File: src/rtl/regfile_dump_pkg.sv
// Shared types and constants for the register-file dump reader.
// The SUM state is only reachable when REGDUMP_CHECKSUM_EN is defined.
package regfile_dump_pkg;

  localparam int REG_ADDR_W = 5;
  localparam int NUM_REGS   = 32;

  typedef enum logic [2:0] {
    IDLE = 3'd0,
    READ = 3'd1,
    HOLD = 3'd2,
    SUM  = 3'd3,
    FIN  = 3'd4
  } state_t;

  // Beats in a dump: the 5-bit subtraction wraps, so the result is 1..32.
  function automatic logic [REG_ADDR_W:0] beat_count(
    input logic [REG_ADDR_W-1:0] first,
    input logic [REG_ADDR_W-1:0] last
  );
    logic [REG_ADDR_W-1:0] span;
    span = last - first;
    return {1'b0, span} + {{REG_ADDR_W{1'b0}}, 1'b1};
  endfunction

endpackage

File: src/rtl/regfile_dump_reader_if.sv
// Beat stream carrying (address, data, last) out of the dump reader.
// A beat transfers on a posedge where out_valid && out_ready; the source keeps
// out_valid, out_addr, out_data and out_last stable until that edge.
interface regfile_dump_reader_if #(
  parameter int WIDTH = 32
);
  import regfile_dump_pkg::*;

  logic                  out_valid;
  logic                  out_ready;
  logic [REG_ADDR_W-1:0] out_addr;
  logic [WIDTH-1:0]      out_data;
  logic                  out_last;

  modport master (
    output out_valid,
    output out_addr,
    output out_data,
    output out_last,
    input  out_ready
  );

  modport slave (
    input  out_valid,
    input  out_addr,
    input  out_data,
    input  out_last,
    output out_ready
  );

endinterface

File: src/rtl/regfile_dump_reader.sv
// Walks an address range through one register-file read port and streams
// (address, data) beats. Optional trailing XOR beat: REGDUMP_CHECKSUM_EN.
module regfile_dump_reader
  import regfile_dump_pkg::*;
#(
  parameter int WIDTH    = 32,
  parameter int NUM_REGS = 32
) (
  input  logic                  clk,
  input  logic                  rst_n,
  input  logic                  start,
  input  logic [REG_ADDR_W-1:0] first_addr,
  input  logic [REG_ADDR_W-1:0] last_addr,
  output logic                  busy,
  output logic                  done,
  output logic [REG_ADDR_W-1:0] ra,
  input  logic [WIDTH-1:0]      rd,
  regfile_dump_reader_if.master dump,
  output state_t                state_dbg
);

  state_t                state_q, state_d;
  logic [REG_ADDR_W-1:0] ra_q, ra_d;
  logic [REG_ADDR_W-1:0] last_q, last_d;
  logic                  busy_q, busy_d;
  logic                  valid_q, valid_d;
  logic [REG_ADDR_W-1:0] addr_q, addr_d;
  logic [WIDTH-1:0]      data_q, data_d;
  logic                  olast_q, olast_d;
  logic                  at_last;
`ifdef REGDUMP_CHECKSUM_EN
  logic [WIDTH-1:0]      csum_q, csum_d;
`endif

  // ra is not advanced while a beat is held, so this also marks the held beat.
  assign at_last = (ra_q == last_q);

  always_comb begin
    state_d = state_q;
    ra_d    = ra_q;
    last_d  = last_q;
    busy_d  = busy_q;
    valid_d = valid_q;
    addr_d  = addr_q;
    data_d  = data_q;
    olast_d = olast_q;
`ifdef REGDUMP_CHECKSUM_EN
    csum_d  = csum_q;
`endif
    case (state_q)
      IDLE: begin
        if (start) begin
          ra_d    = first_addr;
          last_d  = last_addr;
          busy_d  = 1'b1;
`ifdef REGDUMP_CHECKSUM_EN
          csum_d  = '0;
`endif
          state_d = READ;
        end
      end
      READ: begin
        data_d  = rd;
        addr_d  = ra_q;
        valid_d = 1'b1;
`ifdef REGDUMP_CHECKSUM_EN
        olast_d = 1'b0;
        csum_d  = csum_q ^ rd;
`else
        olast_d = at_last;
`endif
        state_d = HOLD;
      end
      HOLD: begin
        if (dump.out_ready) begin
          valid_d = 1'b0;
          if (at_last) begin
`ifdef REGDUMP_CHECKSUM_EN
            // Checksum beat follows straight on; its data already covers every register beat.
            valid_d = 1'b1;
            addr_d  = '0;
            data_d  = csum_q;
            olast_d = 1'b1;
            state_d = SUM;
`else
            olast_d = 1'b0;
            state_d = FIN;
`endif
          end else begin
            ra_d    = (ra_q == REG_ADDR_W'(NUM_REGS - 1)) ? '0 : ra_q + 5'd1;
            state_d = READ;
          end
        end
      end
      SUM: begin
`ifdef REGDUMP_CHECKSUM_EN
        if (dump.out_ready) begin
          valid_d = 1'b0;
          olast_d = 1'b0;
          state_d = FIN;
        end
`else
        state_d = IDLE;
`endif
      end
      FIN: begin
        busy_d  = 1'b0;
        state_d = IDLE;
      end
      default: state_d = IDLE;
    endcase
  end

  always_ff @(posedge clk) begin
    if (!rst_n) begin
      state_q <= IDLE;
      ra_q    <= '0;
      last_q  <= '0;
      busy_q  <= 1'b0;
      valid_q <= 1'b0;
      addr_q  <= '0;
      data_q  <= '0;
      olast_q <= 1'b0;
`ifdef REGDUMP_CHECKSUM_EN
      csum_q  <= '0;
`endif
    end else begin
      state_q <= state_d;
      ra_q    <= ra_d;
      last_q  <= last_d;
      busy_q  <= busy_d;
      valid_q <= valid_d;
      addr_q  <= addr_d;
      data_q  <= data_d;
      olast_q <= olast_d;
`ifdef REGDUMP_CHECKSUM_EN
      csum_q  <= csum_d;
`endif
    end
  end

  assign busy           = busy_q;
  assign done           = (state_q == FIN);
  assign ra             = ra_q;
  assign dump.out_valid = valid_q;
  assign dump.out_addr  = addr_q;
  assign dump.out_data  = data_q;
  assign dump.out_last  = olast_q;
  assign state_dbg      = state_q;

endmodule
File: src/flat_wrapper.sv
// flat-port wrapper written by rule: the top's interface ports become plain ports
module regfile_dump_reader_flat import regfile_dump_pkg::*;
#(
  parameter int WIDTH    = 32,
  parameter int NUM_REGS = 32
)
  (clk, rst_n, start, first_addr, last_addr, busy, done, ra, rd, state_dbg, dump_out_valid, dump_out_addr, dump_out_data, dump_out_last, dump_out_ready);
  regfile_dump_reader_if #(.WIDTH(WIDTH)) dump_i ();
  input  logic clk;
  input  logic rst_n;
  input  logic start;
  input  logic [REG_ADDR_W-1:0] first_addr;
  input  logic [REG_ADDR_W-1:0] last_addr;
  output logic busy;
  output logic done;
  output logic [REG_ADDR_W-1:0] ra;
  input  logic [WIDTH-1:0] rd;
  output state_t state_dbg;
  output wire logic [$bits(dump_i.out_valid)-1:0] dump_out_valid;
  output wire logic [$bits(dump_i.out_addr)-1:0] dump_out_addr;
  output wire logic [$bits(dump_i.out_data)-1:0] dump_out_data;
  output wire logic [$bits(dump_i.out_last)-1:0] dump_out_last;
  input wire logic [$bits(dump_i.out_ready)-1:0] dump_out_ready;
  assign dump_out_valid = dump_i.out_valid;
  assign dump_out_addr = dump_i.out_addr;
  assign dump_out_data = dump_i.out_data;
  assign dump_out_last = dump_i.out_last;
  assign dump_i.out_ready = dump_out_ready;
  regfile_dump_reader #(.WIDTH(WIDTH), .NUM_REGS(NUM_REGS)) u_core (.clk(clk), .rst_n(rst_n), .start(start), .first_addr(first_addr), .last_addr(last_addr), .busy(busy), .done(done), .ra(ra), .rd(rd), .dump(dump_i), .state_dbg(state_dbg));
endmodule
File: config.mk
export PLATFORM = sky130hd
export DESIGN_NAME = regfile_dump_reader_flat
export DESIGN_NICKNAME = d
export VERILOG_FILES = /design/src/rtl/regfile_dump_pkg.sv /design/src/rtl/regfile_dump_reader_if.sv /design/src/rtl/regfile_dump_reader.sv /design/src/flat_wrapper.sv
export SDC_FILE = /design/constraint.sdc
export NUM_CORES = 1
export LEC_CHECK = 0
export ABC_AREA = 1
export CORE_MARGIN = 1.5
export CORE_UTILIZATION = 37
export DETAILED_ROUTE_END_ITERATION = 6
export PLACE_DENSITY = 0.85
export SYNTH_ARGS = -nofsm -noshare
export SYNTH_HDL_FRONTEND = slang
export SYNTH_SLANG_ARGS = --single-unit
File: constraint.sdc
create_clock -name clk -period 1.41 [get_ports clk]
set_clock_uncertainty 0.05 [all_clocks]
set_input_delay 0.141 -clock clk [delete_from_list [all_inputs] [get_ports clk]]
set_output_delay 0.141 -clock clk [all_outputs]
set_load 0.02 [all_outputs]
== Word level (Yosys, flattened, before mapping) ==
Cells that the tools add are included.
Cells by class
  $add $sub $neg: 1
  equality and inequality tests: 9
  muxes and demuxes: 16
  reductions and logical operators: 10
Operators by type and width (number)
  $mux W5: 4
  $pmux W5 S2: 1
  $mux W3: 3
  $pmux W3 S3: 1
  $reduce_and A2 Y1: 4
  $ne A2 B2 Y1 const B: 3
  $pmux W1 S2: 3
  $reduce_bool A2 Y1: 3
  $add A5 B1 Y5 const B: 1
  $eq A5 B5 Y1: 1
  $eq A5 B5 Y1 const B: 1
  $mux W1: 4
  $reduce_and A4 Y1: 1
  $eq A3 B1 Y1 const B: 1
  $eq A3 B2 Y1 const B: 1
  $eq A3 B3 Y1 const B: 1
  $logic_not A3 Y1: 1
  $reduce_and A3 Y1: 1
  $ne A2 B1 Y1 const B: 1
Word-level totals
  register bits after elaboration: 53
  bits of input ports: 46
  output and inout bits: 49
  word-level logic and storage cells: 44

== Depth between registers and ports, before layout ==
Gate-level depths: netlist of run 1.
  depth after elaboration: 5
  gate-level depth with buffers: 10
  depth with buffers taken out: 10

== Worst setup path after synthesis of run 1 ==
OpenSTA, ideal clock, no wires.
  path kind: register -> register
  start: register u_core.ra_q[1], in the netlist u_core.ra[1]
  end: register u_core.ra_q[0], in the netlist u_core.ra[0]
  library setup time: 0.113 ns
  arrival time: 1.406 ns
  required time: 1.247 ns
  path slack: -0.158 ns
  stages on the path, launching flop included: 9
  period minus slack after synthesis: 1.568 ns
  cells stage by stage: dfxtp_1 ha_1 nand2_1 nor2_1 ha_1 nor2_4 a22o_2 nor2_1 nor2_1
On the way
  word-level cells in the longest chain between the ends: 5
  elaborated cells between the ends (all ways): 8
Ends and longest elaborated chain
  start, declared: line regfile_dump_reader.sv:23  | logic [REG_ADDR_W-1:0] ra_q, ra_d;
  start signal, assigned: line regfile_dump_reader.sv:129  | ra_q <= ra_d;
  $eq A5 B5 Y1: line regfile_dump_reader.sv:90  | ra_d = (ra_q == REG_ADDR_W'(NUM_REGS - 1)) ? '0 : ra_q + 5'd1;
  $mux W5: line regfile_dump_reader.sv:90
  $mux W5: line regfile_dump_reader.sv:77  | if (at_last) begin
  $mux W5: line regfile_dump_reader.sv:75  | if (dump.out_ready) begin
  $pmux W5 S2: line regfile_dump_reader.sv:50  | case (state_q)
Parallel ways exist; a longest one is shown, timed or not. The select of a mux whose other input is x is not followed.
A chain may end at the register's enable or synchronous reset.

== Worst setup path after layout of run 1 ==
  start: register u_core.ra_q[0], in the netlist u_core.ra[0]
  end: register u_core.ra_q[1], in the netlist u_core.ra[1]
On the way
  word-level cells in the longest chain between the ends: 5
  elaborated cells between the ends (all ways): 9
Ends and longest elaborated chain (line)
  $add A5 B1 Y5 / $eq A5 B5 Y1 (equally long branches): regfile_dump_reader.sv:90
  $mux W5: regfile_dump_reader.sv:90
  $mux W5: regfile_dump_reader.sv:77
  $mux W5: regfile_dump_reader.sv:75
  $pmux W5 S2: regfile_dump_reader.sv:50
Parallel ways exist; a longest one is shown, timed or not. The select of a mux whose other input is x is not followed.

==> impl_metrics.yaml, run 1 <==
floorplanning:
  die_width_um: 78.2
  fp.dieH_um: 78.2
  initial_utilization: 0.382
  core-area_um2: 5470
  num_rows: 27
  dieArea_um2: 6110
  ios: 95
global_routing:
  grt_pass1_vias: 2043
  grt_max_degree: 37
  grt_pass1_wl_mm: 9.33
  gr-usage-all-layers: 0.193
  grt_overflow: 0
  antenna_found_initial: 0
synth:
  netlist_instances: 277
  synth_cell_types: 27
  synth_seq_cells: 53
  synth_fp_nets: 325
  ys_async_sr_fraction: 0
  synth_area_um2: 2090
  synth_edf_count: 0
  syn_area_per_cell_um2: 7.54
  ys.flop_type: "dfxtp_1"
  ys_seq_area_frac: 0.508
  yosys_warnings: 0
layout:
  final_layout_size_suffix_gt1_frac: 0.178
  diodes: 0
  nFillCells: 490
  multi_input_area_um2: 992
  syn_to_final_growth_pct: 61.4
  fin_nets: 435
  finish.utilization: 0.616
  regArea_um2: 1070
place:
  gp_congestion: 0.847
  dp.final_hpwl_mm: 4.15
  io_buffers: 94
pwr:
  peakVddDrop_mv: 0.575
  leakage_nw: 1.56
  powerDensity_nw_per_um2: 1100
cts:
  insertion_delay_ps: 300
  clk_path_buf_depth: 2
  cts_tree: "yes"
  cts_hold_buf: 0
  clkTransAtPathRegs_ps: 90
  cts_buffers: 5
  clock_sinks: 53
  htree_levels: 2
  root_buffer: "clkbuf_8"
status:
  violations: "negative setup slack"
  status: "complete, but fails checks"
worst_setup_path:
  cp_data_required_time_ps: 1590
  crit_slowest_cell: "dfxtp_4"
  r2r_slack_ps: -90
  r2r_end: "u_core.ra[1]$_SDFFE_PN0P_"
  worst_path_most_repeated_cell: "nor2_4"
  critPathKind: "register to register"
  startpoint: "u_core.ra[0]$_SDFFE_PN0P_"
  endpoint: "u_core.ra[1]$_SDFFE_PN0P_"
  reg2regPathDepth: 9
  slowest_delay_ps: 380
  arrival_ps: 1670
  cp_max_fo: 7
  start_kind: "register"
  r2r_start: "u_core.ra[0]$_SDFFE_PN0P_"
  cp-end-kind: "register"
  crit_path_cell_trace: "buf_6, nand2_4, inv_2, nor2_4, nor2_4, nand3_4, o21ai_4, o21ai_1, nor2_1"
timing:
  hold_viol: 0
  grt_setup_unrepaired: "yes"
  finalCriticalPeriod_ps: 1500
  setup_ws_ps: -85.0
  slew_headroom: 0.802
  worst_slew_pin_slew_ps: 296
  slew_viol_final: 0
  fin_crit_sh: 1.06
  setup_viol: 6
  max_freq_ghz: 0.669
  fin_tns_setup_ps: -284
drt:
  drt_iter0_drc: 113
  first_pass_iters: 4
  vias: 2260
  wire_per_inst_um: 13.2
  detail-route-antenna-nets: 0
  drt-vias-per-instance: 4.91
  wl_mm: 6.07
  drcViolationCount: 0
flow_run:
  drv_cap: 0
min_path:
  hp-class: "primary input to register"
[sequential cells by signal, summed over array words and instances (netlist names)]
| signal | count |
|---|---|
| u_core.dump.out_valid | 1 |
| u_core.state_dbg | 3 |
| u_core.last_q | 5 |
| u_core.dump.out_data | 32 |
| u_core.dump.out_last | 1 |
| u_core.dump.out_addr | 5 |
| u_core.busy | 1 |
| u_core.ra | 5 |
[worst min path at each step]
stage | startpoint | end | slack, ps | cells after the start
floorplan | rd[0] | u_core.dump.out_data[0]$_SDFFE_PN0P_ | 260 | 2
global placement | u_core.last_q[4]$_SDFFE_PN0P_ | u_core.last_q[4]$_SDFFE_PN0P_ | 400 | 2
detailed placement | u_core.busy$_SDFFE_PN0P_ | u_core.busy$_SDFFE_PN0P_ | 400 | 2
CTS | rd[23] | u_core.dump.out_data[23]$_SDFFE_PN0P_ | 400 | 3
global route | rd[16] | u_core.dump.out_data[16]$_SDFFE_PN0P_ | 410 | 3
finish | rd[23] | u_core.dump.out_data[23]$_SDFFE_PN0P_ | 400 | 3
[synth_stat cells, drive strengths merged (2+ instances only)]
cell,number,area share
ha,2,0.012
nand3,5,0.014
buf,7,0.018
dfxtp,53,0.51
clkbuf,6,0.011
inv,18,0.032
a21oi,13,0.033
nor2,86,0.16
nand2,32,0.059
o21ai,47,0.12
[report_power, final]
group | total [mW] | leakage, nW | switching [mW] | internal (mW)
combinational | 1.11 | 1.08 | 0.611 | 0.498
clock | 0.869 | 0.0445 | 0.470 | 0.400
sequential | 1.74 | 0.439 | 0.0968 | 1.65
total | 3.72 | 1.56 | 1.18 | 2.54
[cells in the final DEF, fill, tap and decap left out, types with 5 or more instances in the layout]
| master | n |
|---|---|
| buf_4 | 19 |
| o21ai_0 | 42 |
| dfxtp_2 | 5 |
| clkbuf_8 | 6 |
| inv_2 | 5 |
| a21oi_1 | 12 |
| dfxtp_1 | 46 |
| nand2_2 | 6 |
| inv_1 | 12 |
| nor2_1 | 78 |
| dlygate4sd2_1 | 48 |
| nand2_1 | 25 |
| clkdlybuf4s50_1 | 45 |
[layout make-up]
class | count | area share
sequential | 53 | 0.319
timing repair buffer | 116 | 0.312
multi-input combinational | 193 | 0.294
tap | 72 | 0.0267
clock buffer | 7 | 0.0256
inverter | 18 | 0.0208
clock inverter | 1 | 0.00223
[metrics by stage]
step / hold WS (ps) / setup WS (ps) / power, mW / instances / cell area, um^2
CTS: 399 / -42.6 / 3.67 / 459 / 3300
floorplan: 258 / -40.2 / 2.31 / 277 / 2100
detailed placement: 399 / -102 / 2.84 / 446 / 3190
global route: 406 / -158 / 3.96 / 460 / 3370
finish: 405 / -85.0 / 3.72 / 460 / 3370
global placement: 398 / 0.0877 / 2.81 / 446 / 3190
[routing by layer]
layer	global-route usage	up-vias	routed length [um]
li1	-	1098	-
met1	0.226	1045	2380
met2	0.337	97	3100
met3	0.0500	20	419
met4	0.0732	0	167
met5	0	-	0
[kinds of logic after synthesis]
| logic type | after synthesis | synth area share |
|---|---|---|
| flip-flops | 53 | 0.508 |
| XOR/XNOR | 2 | 0.00838 |
| AND/OR/NAND/NOR | 127 | 0.252 |
| AO/OA/AOI/OAI | 62 | 0.159 |
| adder cells (fa/ha/maj) | 2 | 0.0120 |
| buffers and inverters | 31 | 0.0611 |
[repair_timing]
item                       in CTS  in global routing
setup endpoints to repair      54                 13
setup buffers                   5                  1
resized for setup              66                 19
pin swaps                       9                 12
gates cloned                    0                  0
[worst max-delay path, delay by kind of cell, from the launching register on]
| kind | cells | cell delay (ps) |
|---|---|---|
| buffers and inverters | 2 | 210 |
| AND/OR/NAND/NOR | 5 | 430 |
| AO/OA/AOI/OAI | 2 | 360 |
| flip-flops | 1 | 380 |
(Power assumes the default switching activity.)
==> run 2, diff against run 1 <==
Settings changed: ABC_CLOCK_PERIOD_IN_PS set to 1410, PLACE_DENSITY 0.85 to 0.83.
==> run 2 against run 1 <==
Against the previous run: critical path depth decreased by 1; first-iteration DRC count decreased by 27%; final area decreased by 0.82%; cell count decreased by 0.43%; global-route usage decreased by 0.41 points; worst setup slack got worse by 15 ps; the flow still finishes with violations (negative setup slack); sequential cell count unchanged; total power increased by 2.8%; worst hold slack got worse by 17 ps.
==> impl_metrics.yaml, run 2 (synthesis gave the netlist of run 1 again) <==
status:
  status: "complete, but fails checks"
  violations: "negative setup slack"
drt:
  vias: 2167
  drt-vias-per-instance: 4.73
  wl_mm: 5.77
  drcViolationCount: 0
  drt_iter0_drc: 82
  detail-route-antenna-nets: 0
  first_pass_iters: 4
  wire_per_inst_um: 12.6
global_routing:
  grt_overflow: 0
  grt_pass1_vias: 2038
  grt_max_degree: 27
  antenna_found_initial: 0
  grt_pass1_wl_mm: 9.26
  gr-usage-all-layers: 0.189
worst_setup_path:
  cp_max_fo: 7
  worst-path-stages: 8
  arrival_ps: 1700
  cp-end-kind: "register"
  r2r_slack_ps: -100
  reg2regPathDepth: 8
  cp_top_family: "simple AND/OR/NAND/NOR gates"
  crit_slowest_cell: "dfxtp_4"
  path_buf_inv: 1
  cp_data_required_time_ps: 1600
  slowest_delay_ps: 360
  critPathKind: "register to register"
  worst_path_most_repeated_cell: "nor2_2"
  crit_path_cell_trace: "buf_6, nor2_4, nor2_2, nor2_2, nand3_2, o21ai_4, o21ai_1, nor2_1"
  start_kind: "register"
timing:
  slew_viol_final: 0
  worst_slew_pin_slew_ps: 240
  fin_tns_setup_ps: -442
  holdWs_ps: 388
  max_freq_ghz: 0.662
  fin_crit_sh: 1.07
  slew_headroom: 0.839
  hold_viol: 0
  setup_ws_ps: -100
  finalCriticalPeriod_ps: 1510
  setup_viol: 6
  grt_setup_unrepaired: "yes"
layout:
  fin_nets: 433
  finish.utilization: 0.611
  largest_reg_flops: 32
  final_common_cell: "nor2_1"
  syn_to_final_growth_pct: 60.1
  diodes: 0
  final_layout_size_suffix_gt1_frac: 0.150
  final_cell_mix: "nor2_1, dlygate4sd2_1, dfxtp_1, clkdlybuf4s50_1, o21ai_0"
floorplanning:
  ios: 95
  num_rows: 27
  fp.dieH_um: 78.2
  initial_utilization: 0.382
  die_width_um: 78.2
  dieArea_um2: 6110
  core-area_um2: 5470
cts:
  cts_tree: "yes"
  htree_levels: 2
  cts_buffers: 5
  clk_path_buf_depth: 2
  clock_sinks: 53
  clkTransAtPathRegs_ps: 90
  root_buffer: "clkbuf_8"
  insertion_delay_ps: 310
place:
  dp.final_hpwl_mm: 4.17
  io_buffers: 94
  place_ws_ps: -94.2
  gp_congestion: 0.873
pwr:
  peakVddDrop_mv: 0.561
  leakage_nw: 1.56
  power_mw: 3.83
  powerDensity_nw_per_um2: 1140
min_path:
  min_path_cells: 3
  hp-class: "primary input to register"
flow_run:
  drv_cap: 0
-- run 2: changes by cell type in the layout (fill, tap and decap cells not counted), sizes merged --
cell	before	now
buf	22	20
bufinv	0	1
clkbuf	8	6
clkinv	0	1
-- run 2: tightest hold or removal path: stages --
cell	delay, ps
clkdlybuf4s50_1	390
o21ai_1	130
nor2_1	40
-- run 2: routing by layer --
layer  track usage  part of all wire  wire, um  up-vias
met5             0                 0         0        -
met2         0.343              0.51      2950       65
met4        0.0482            0.0083        48        0
li1              -                 -         -     1100
met3        0.0558             0.064       367        8
met1         0.216              0.42      2410      994
-- run 2: where the power goes --
group | total [mW] | internal (mW) | leakage [nW] | switching, mW
logic | 1.05 | 0.471 | 1.06 | 0.576
clock network | 1.04 | 0.532 | 0.0543 | 0.508
registers | 1.74 | 1.65 | 0.439 | 0.0947
total | 3.83 | 2.65 | 1.56 | 1.18
-- run 2: per-stage QoR --
step,cell area (um^2),std cells
5_1_grt,3350,458
6_report,3350,458
2_1_floorplan,2100,277
3_3_place_gp,3200,446
4_1_cts,3300,457
3_5_place_dp,3200,446
-- run 2: what timing repair did --
action | 4_1_cts | 5_1_grt
setup buffers | 3 | 1
hold buffers | 0 | 0
endpoints found under the setup margin | 54 | 10
pin swaps | 1 | 10
resized for setup | 56 | 14
gates cloned | 0 | 0
-- run 2: path summary, 6_finish.rpt --
kind	endpoint	from
worst max-delay path	u_core.ra[4]$_SDFFE_PN0P_	u_core.ra[0]$_SDFFE_PN0P_
worst max register to register	u_core.ra[4]$_SDFFE_PN0P_	u_core.ra[0]$_SDFFE_PN0P_
worst min-delay path	u_core.dump.out_data[19]$_SDFFE_PN0P_	rd[19]
worst min register to register	u_core.dump.out_valid$_SDFFE_PN0P_	u_core.dump.out_valid$_SDFFE_PN0P_
-- run 2: layout make-up --
| cell class | count | area (um^2) |
|---|---|---|
| clock buffer | 5 | 68.8 |
| tap | 72 | 90.1 |
| clock inverter | 3 | 46.3 |
| multi-input combinational | 193 | 953 |
| timing repair buffer | 114 | 1050 |
| fill | 515 | 2130 |
| sequential | 53 | 1070 |
| inverter | 18 | 67.6 |
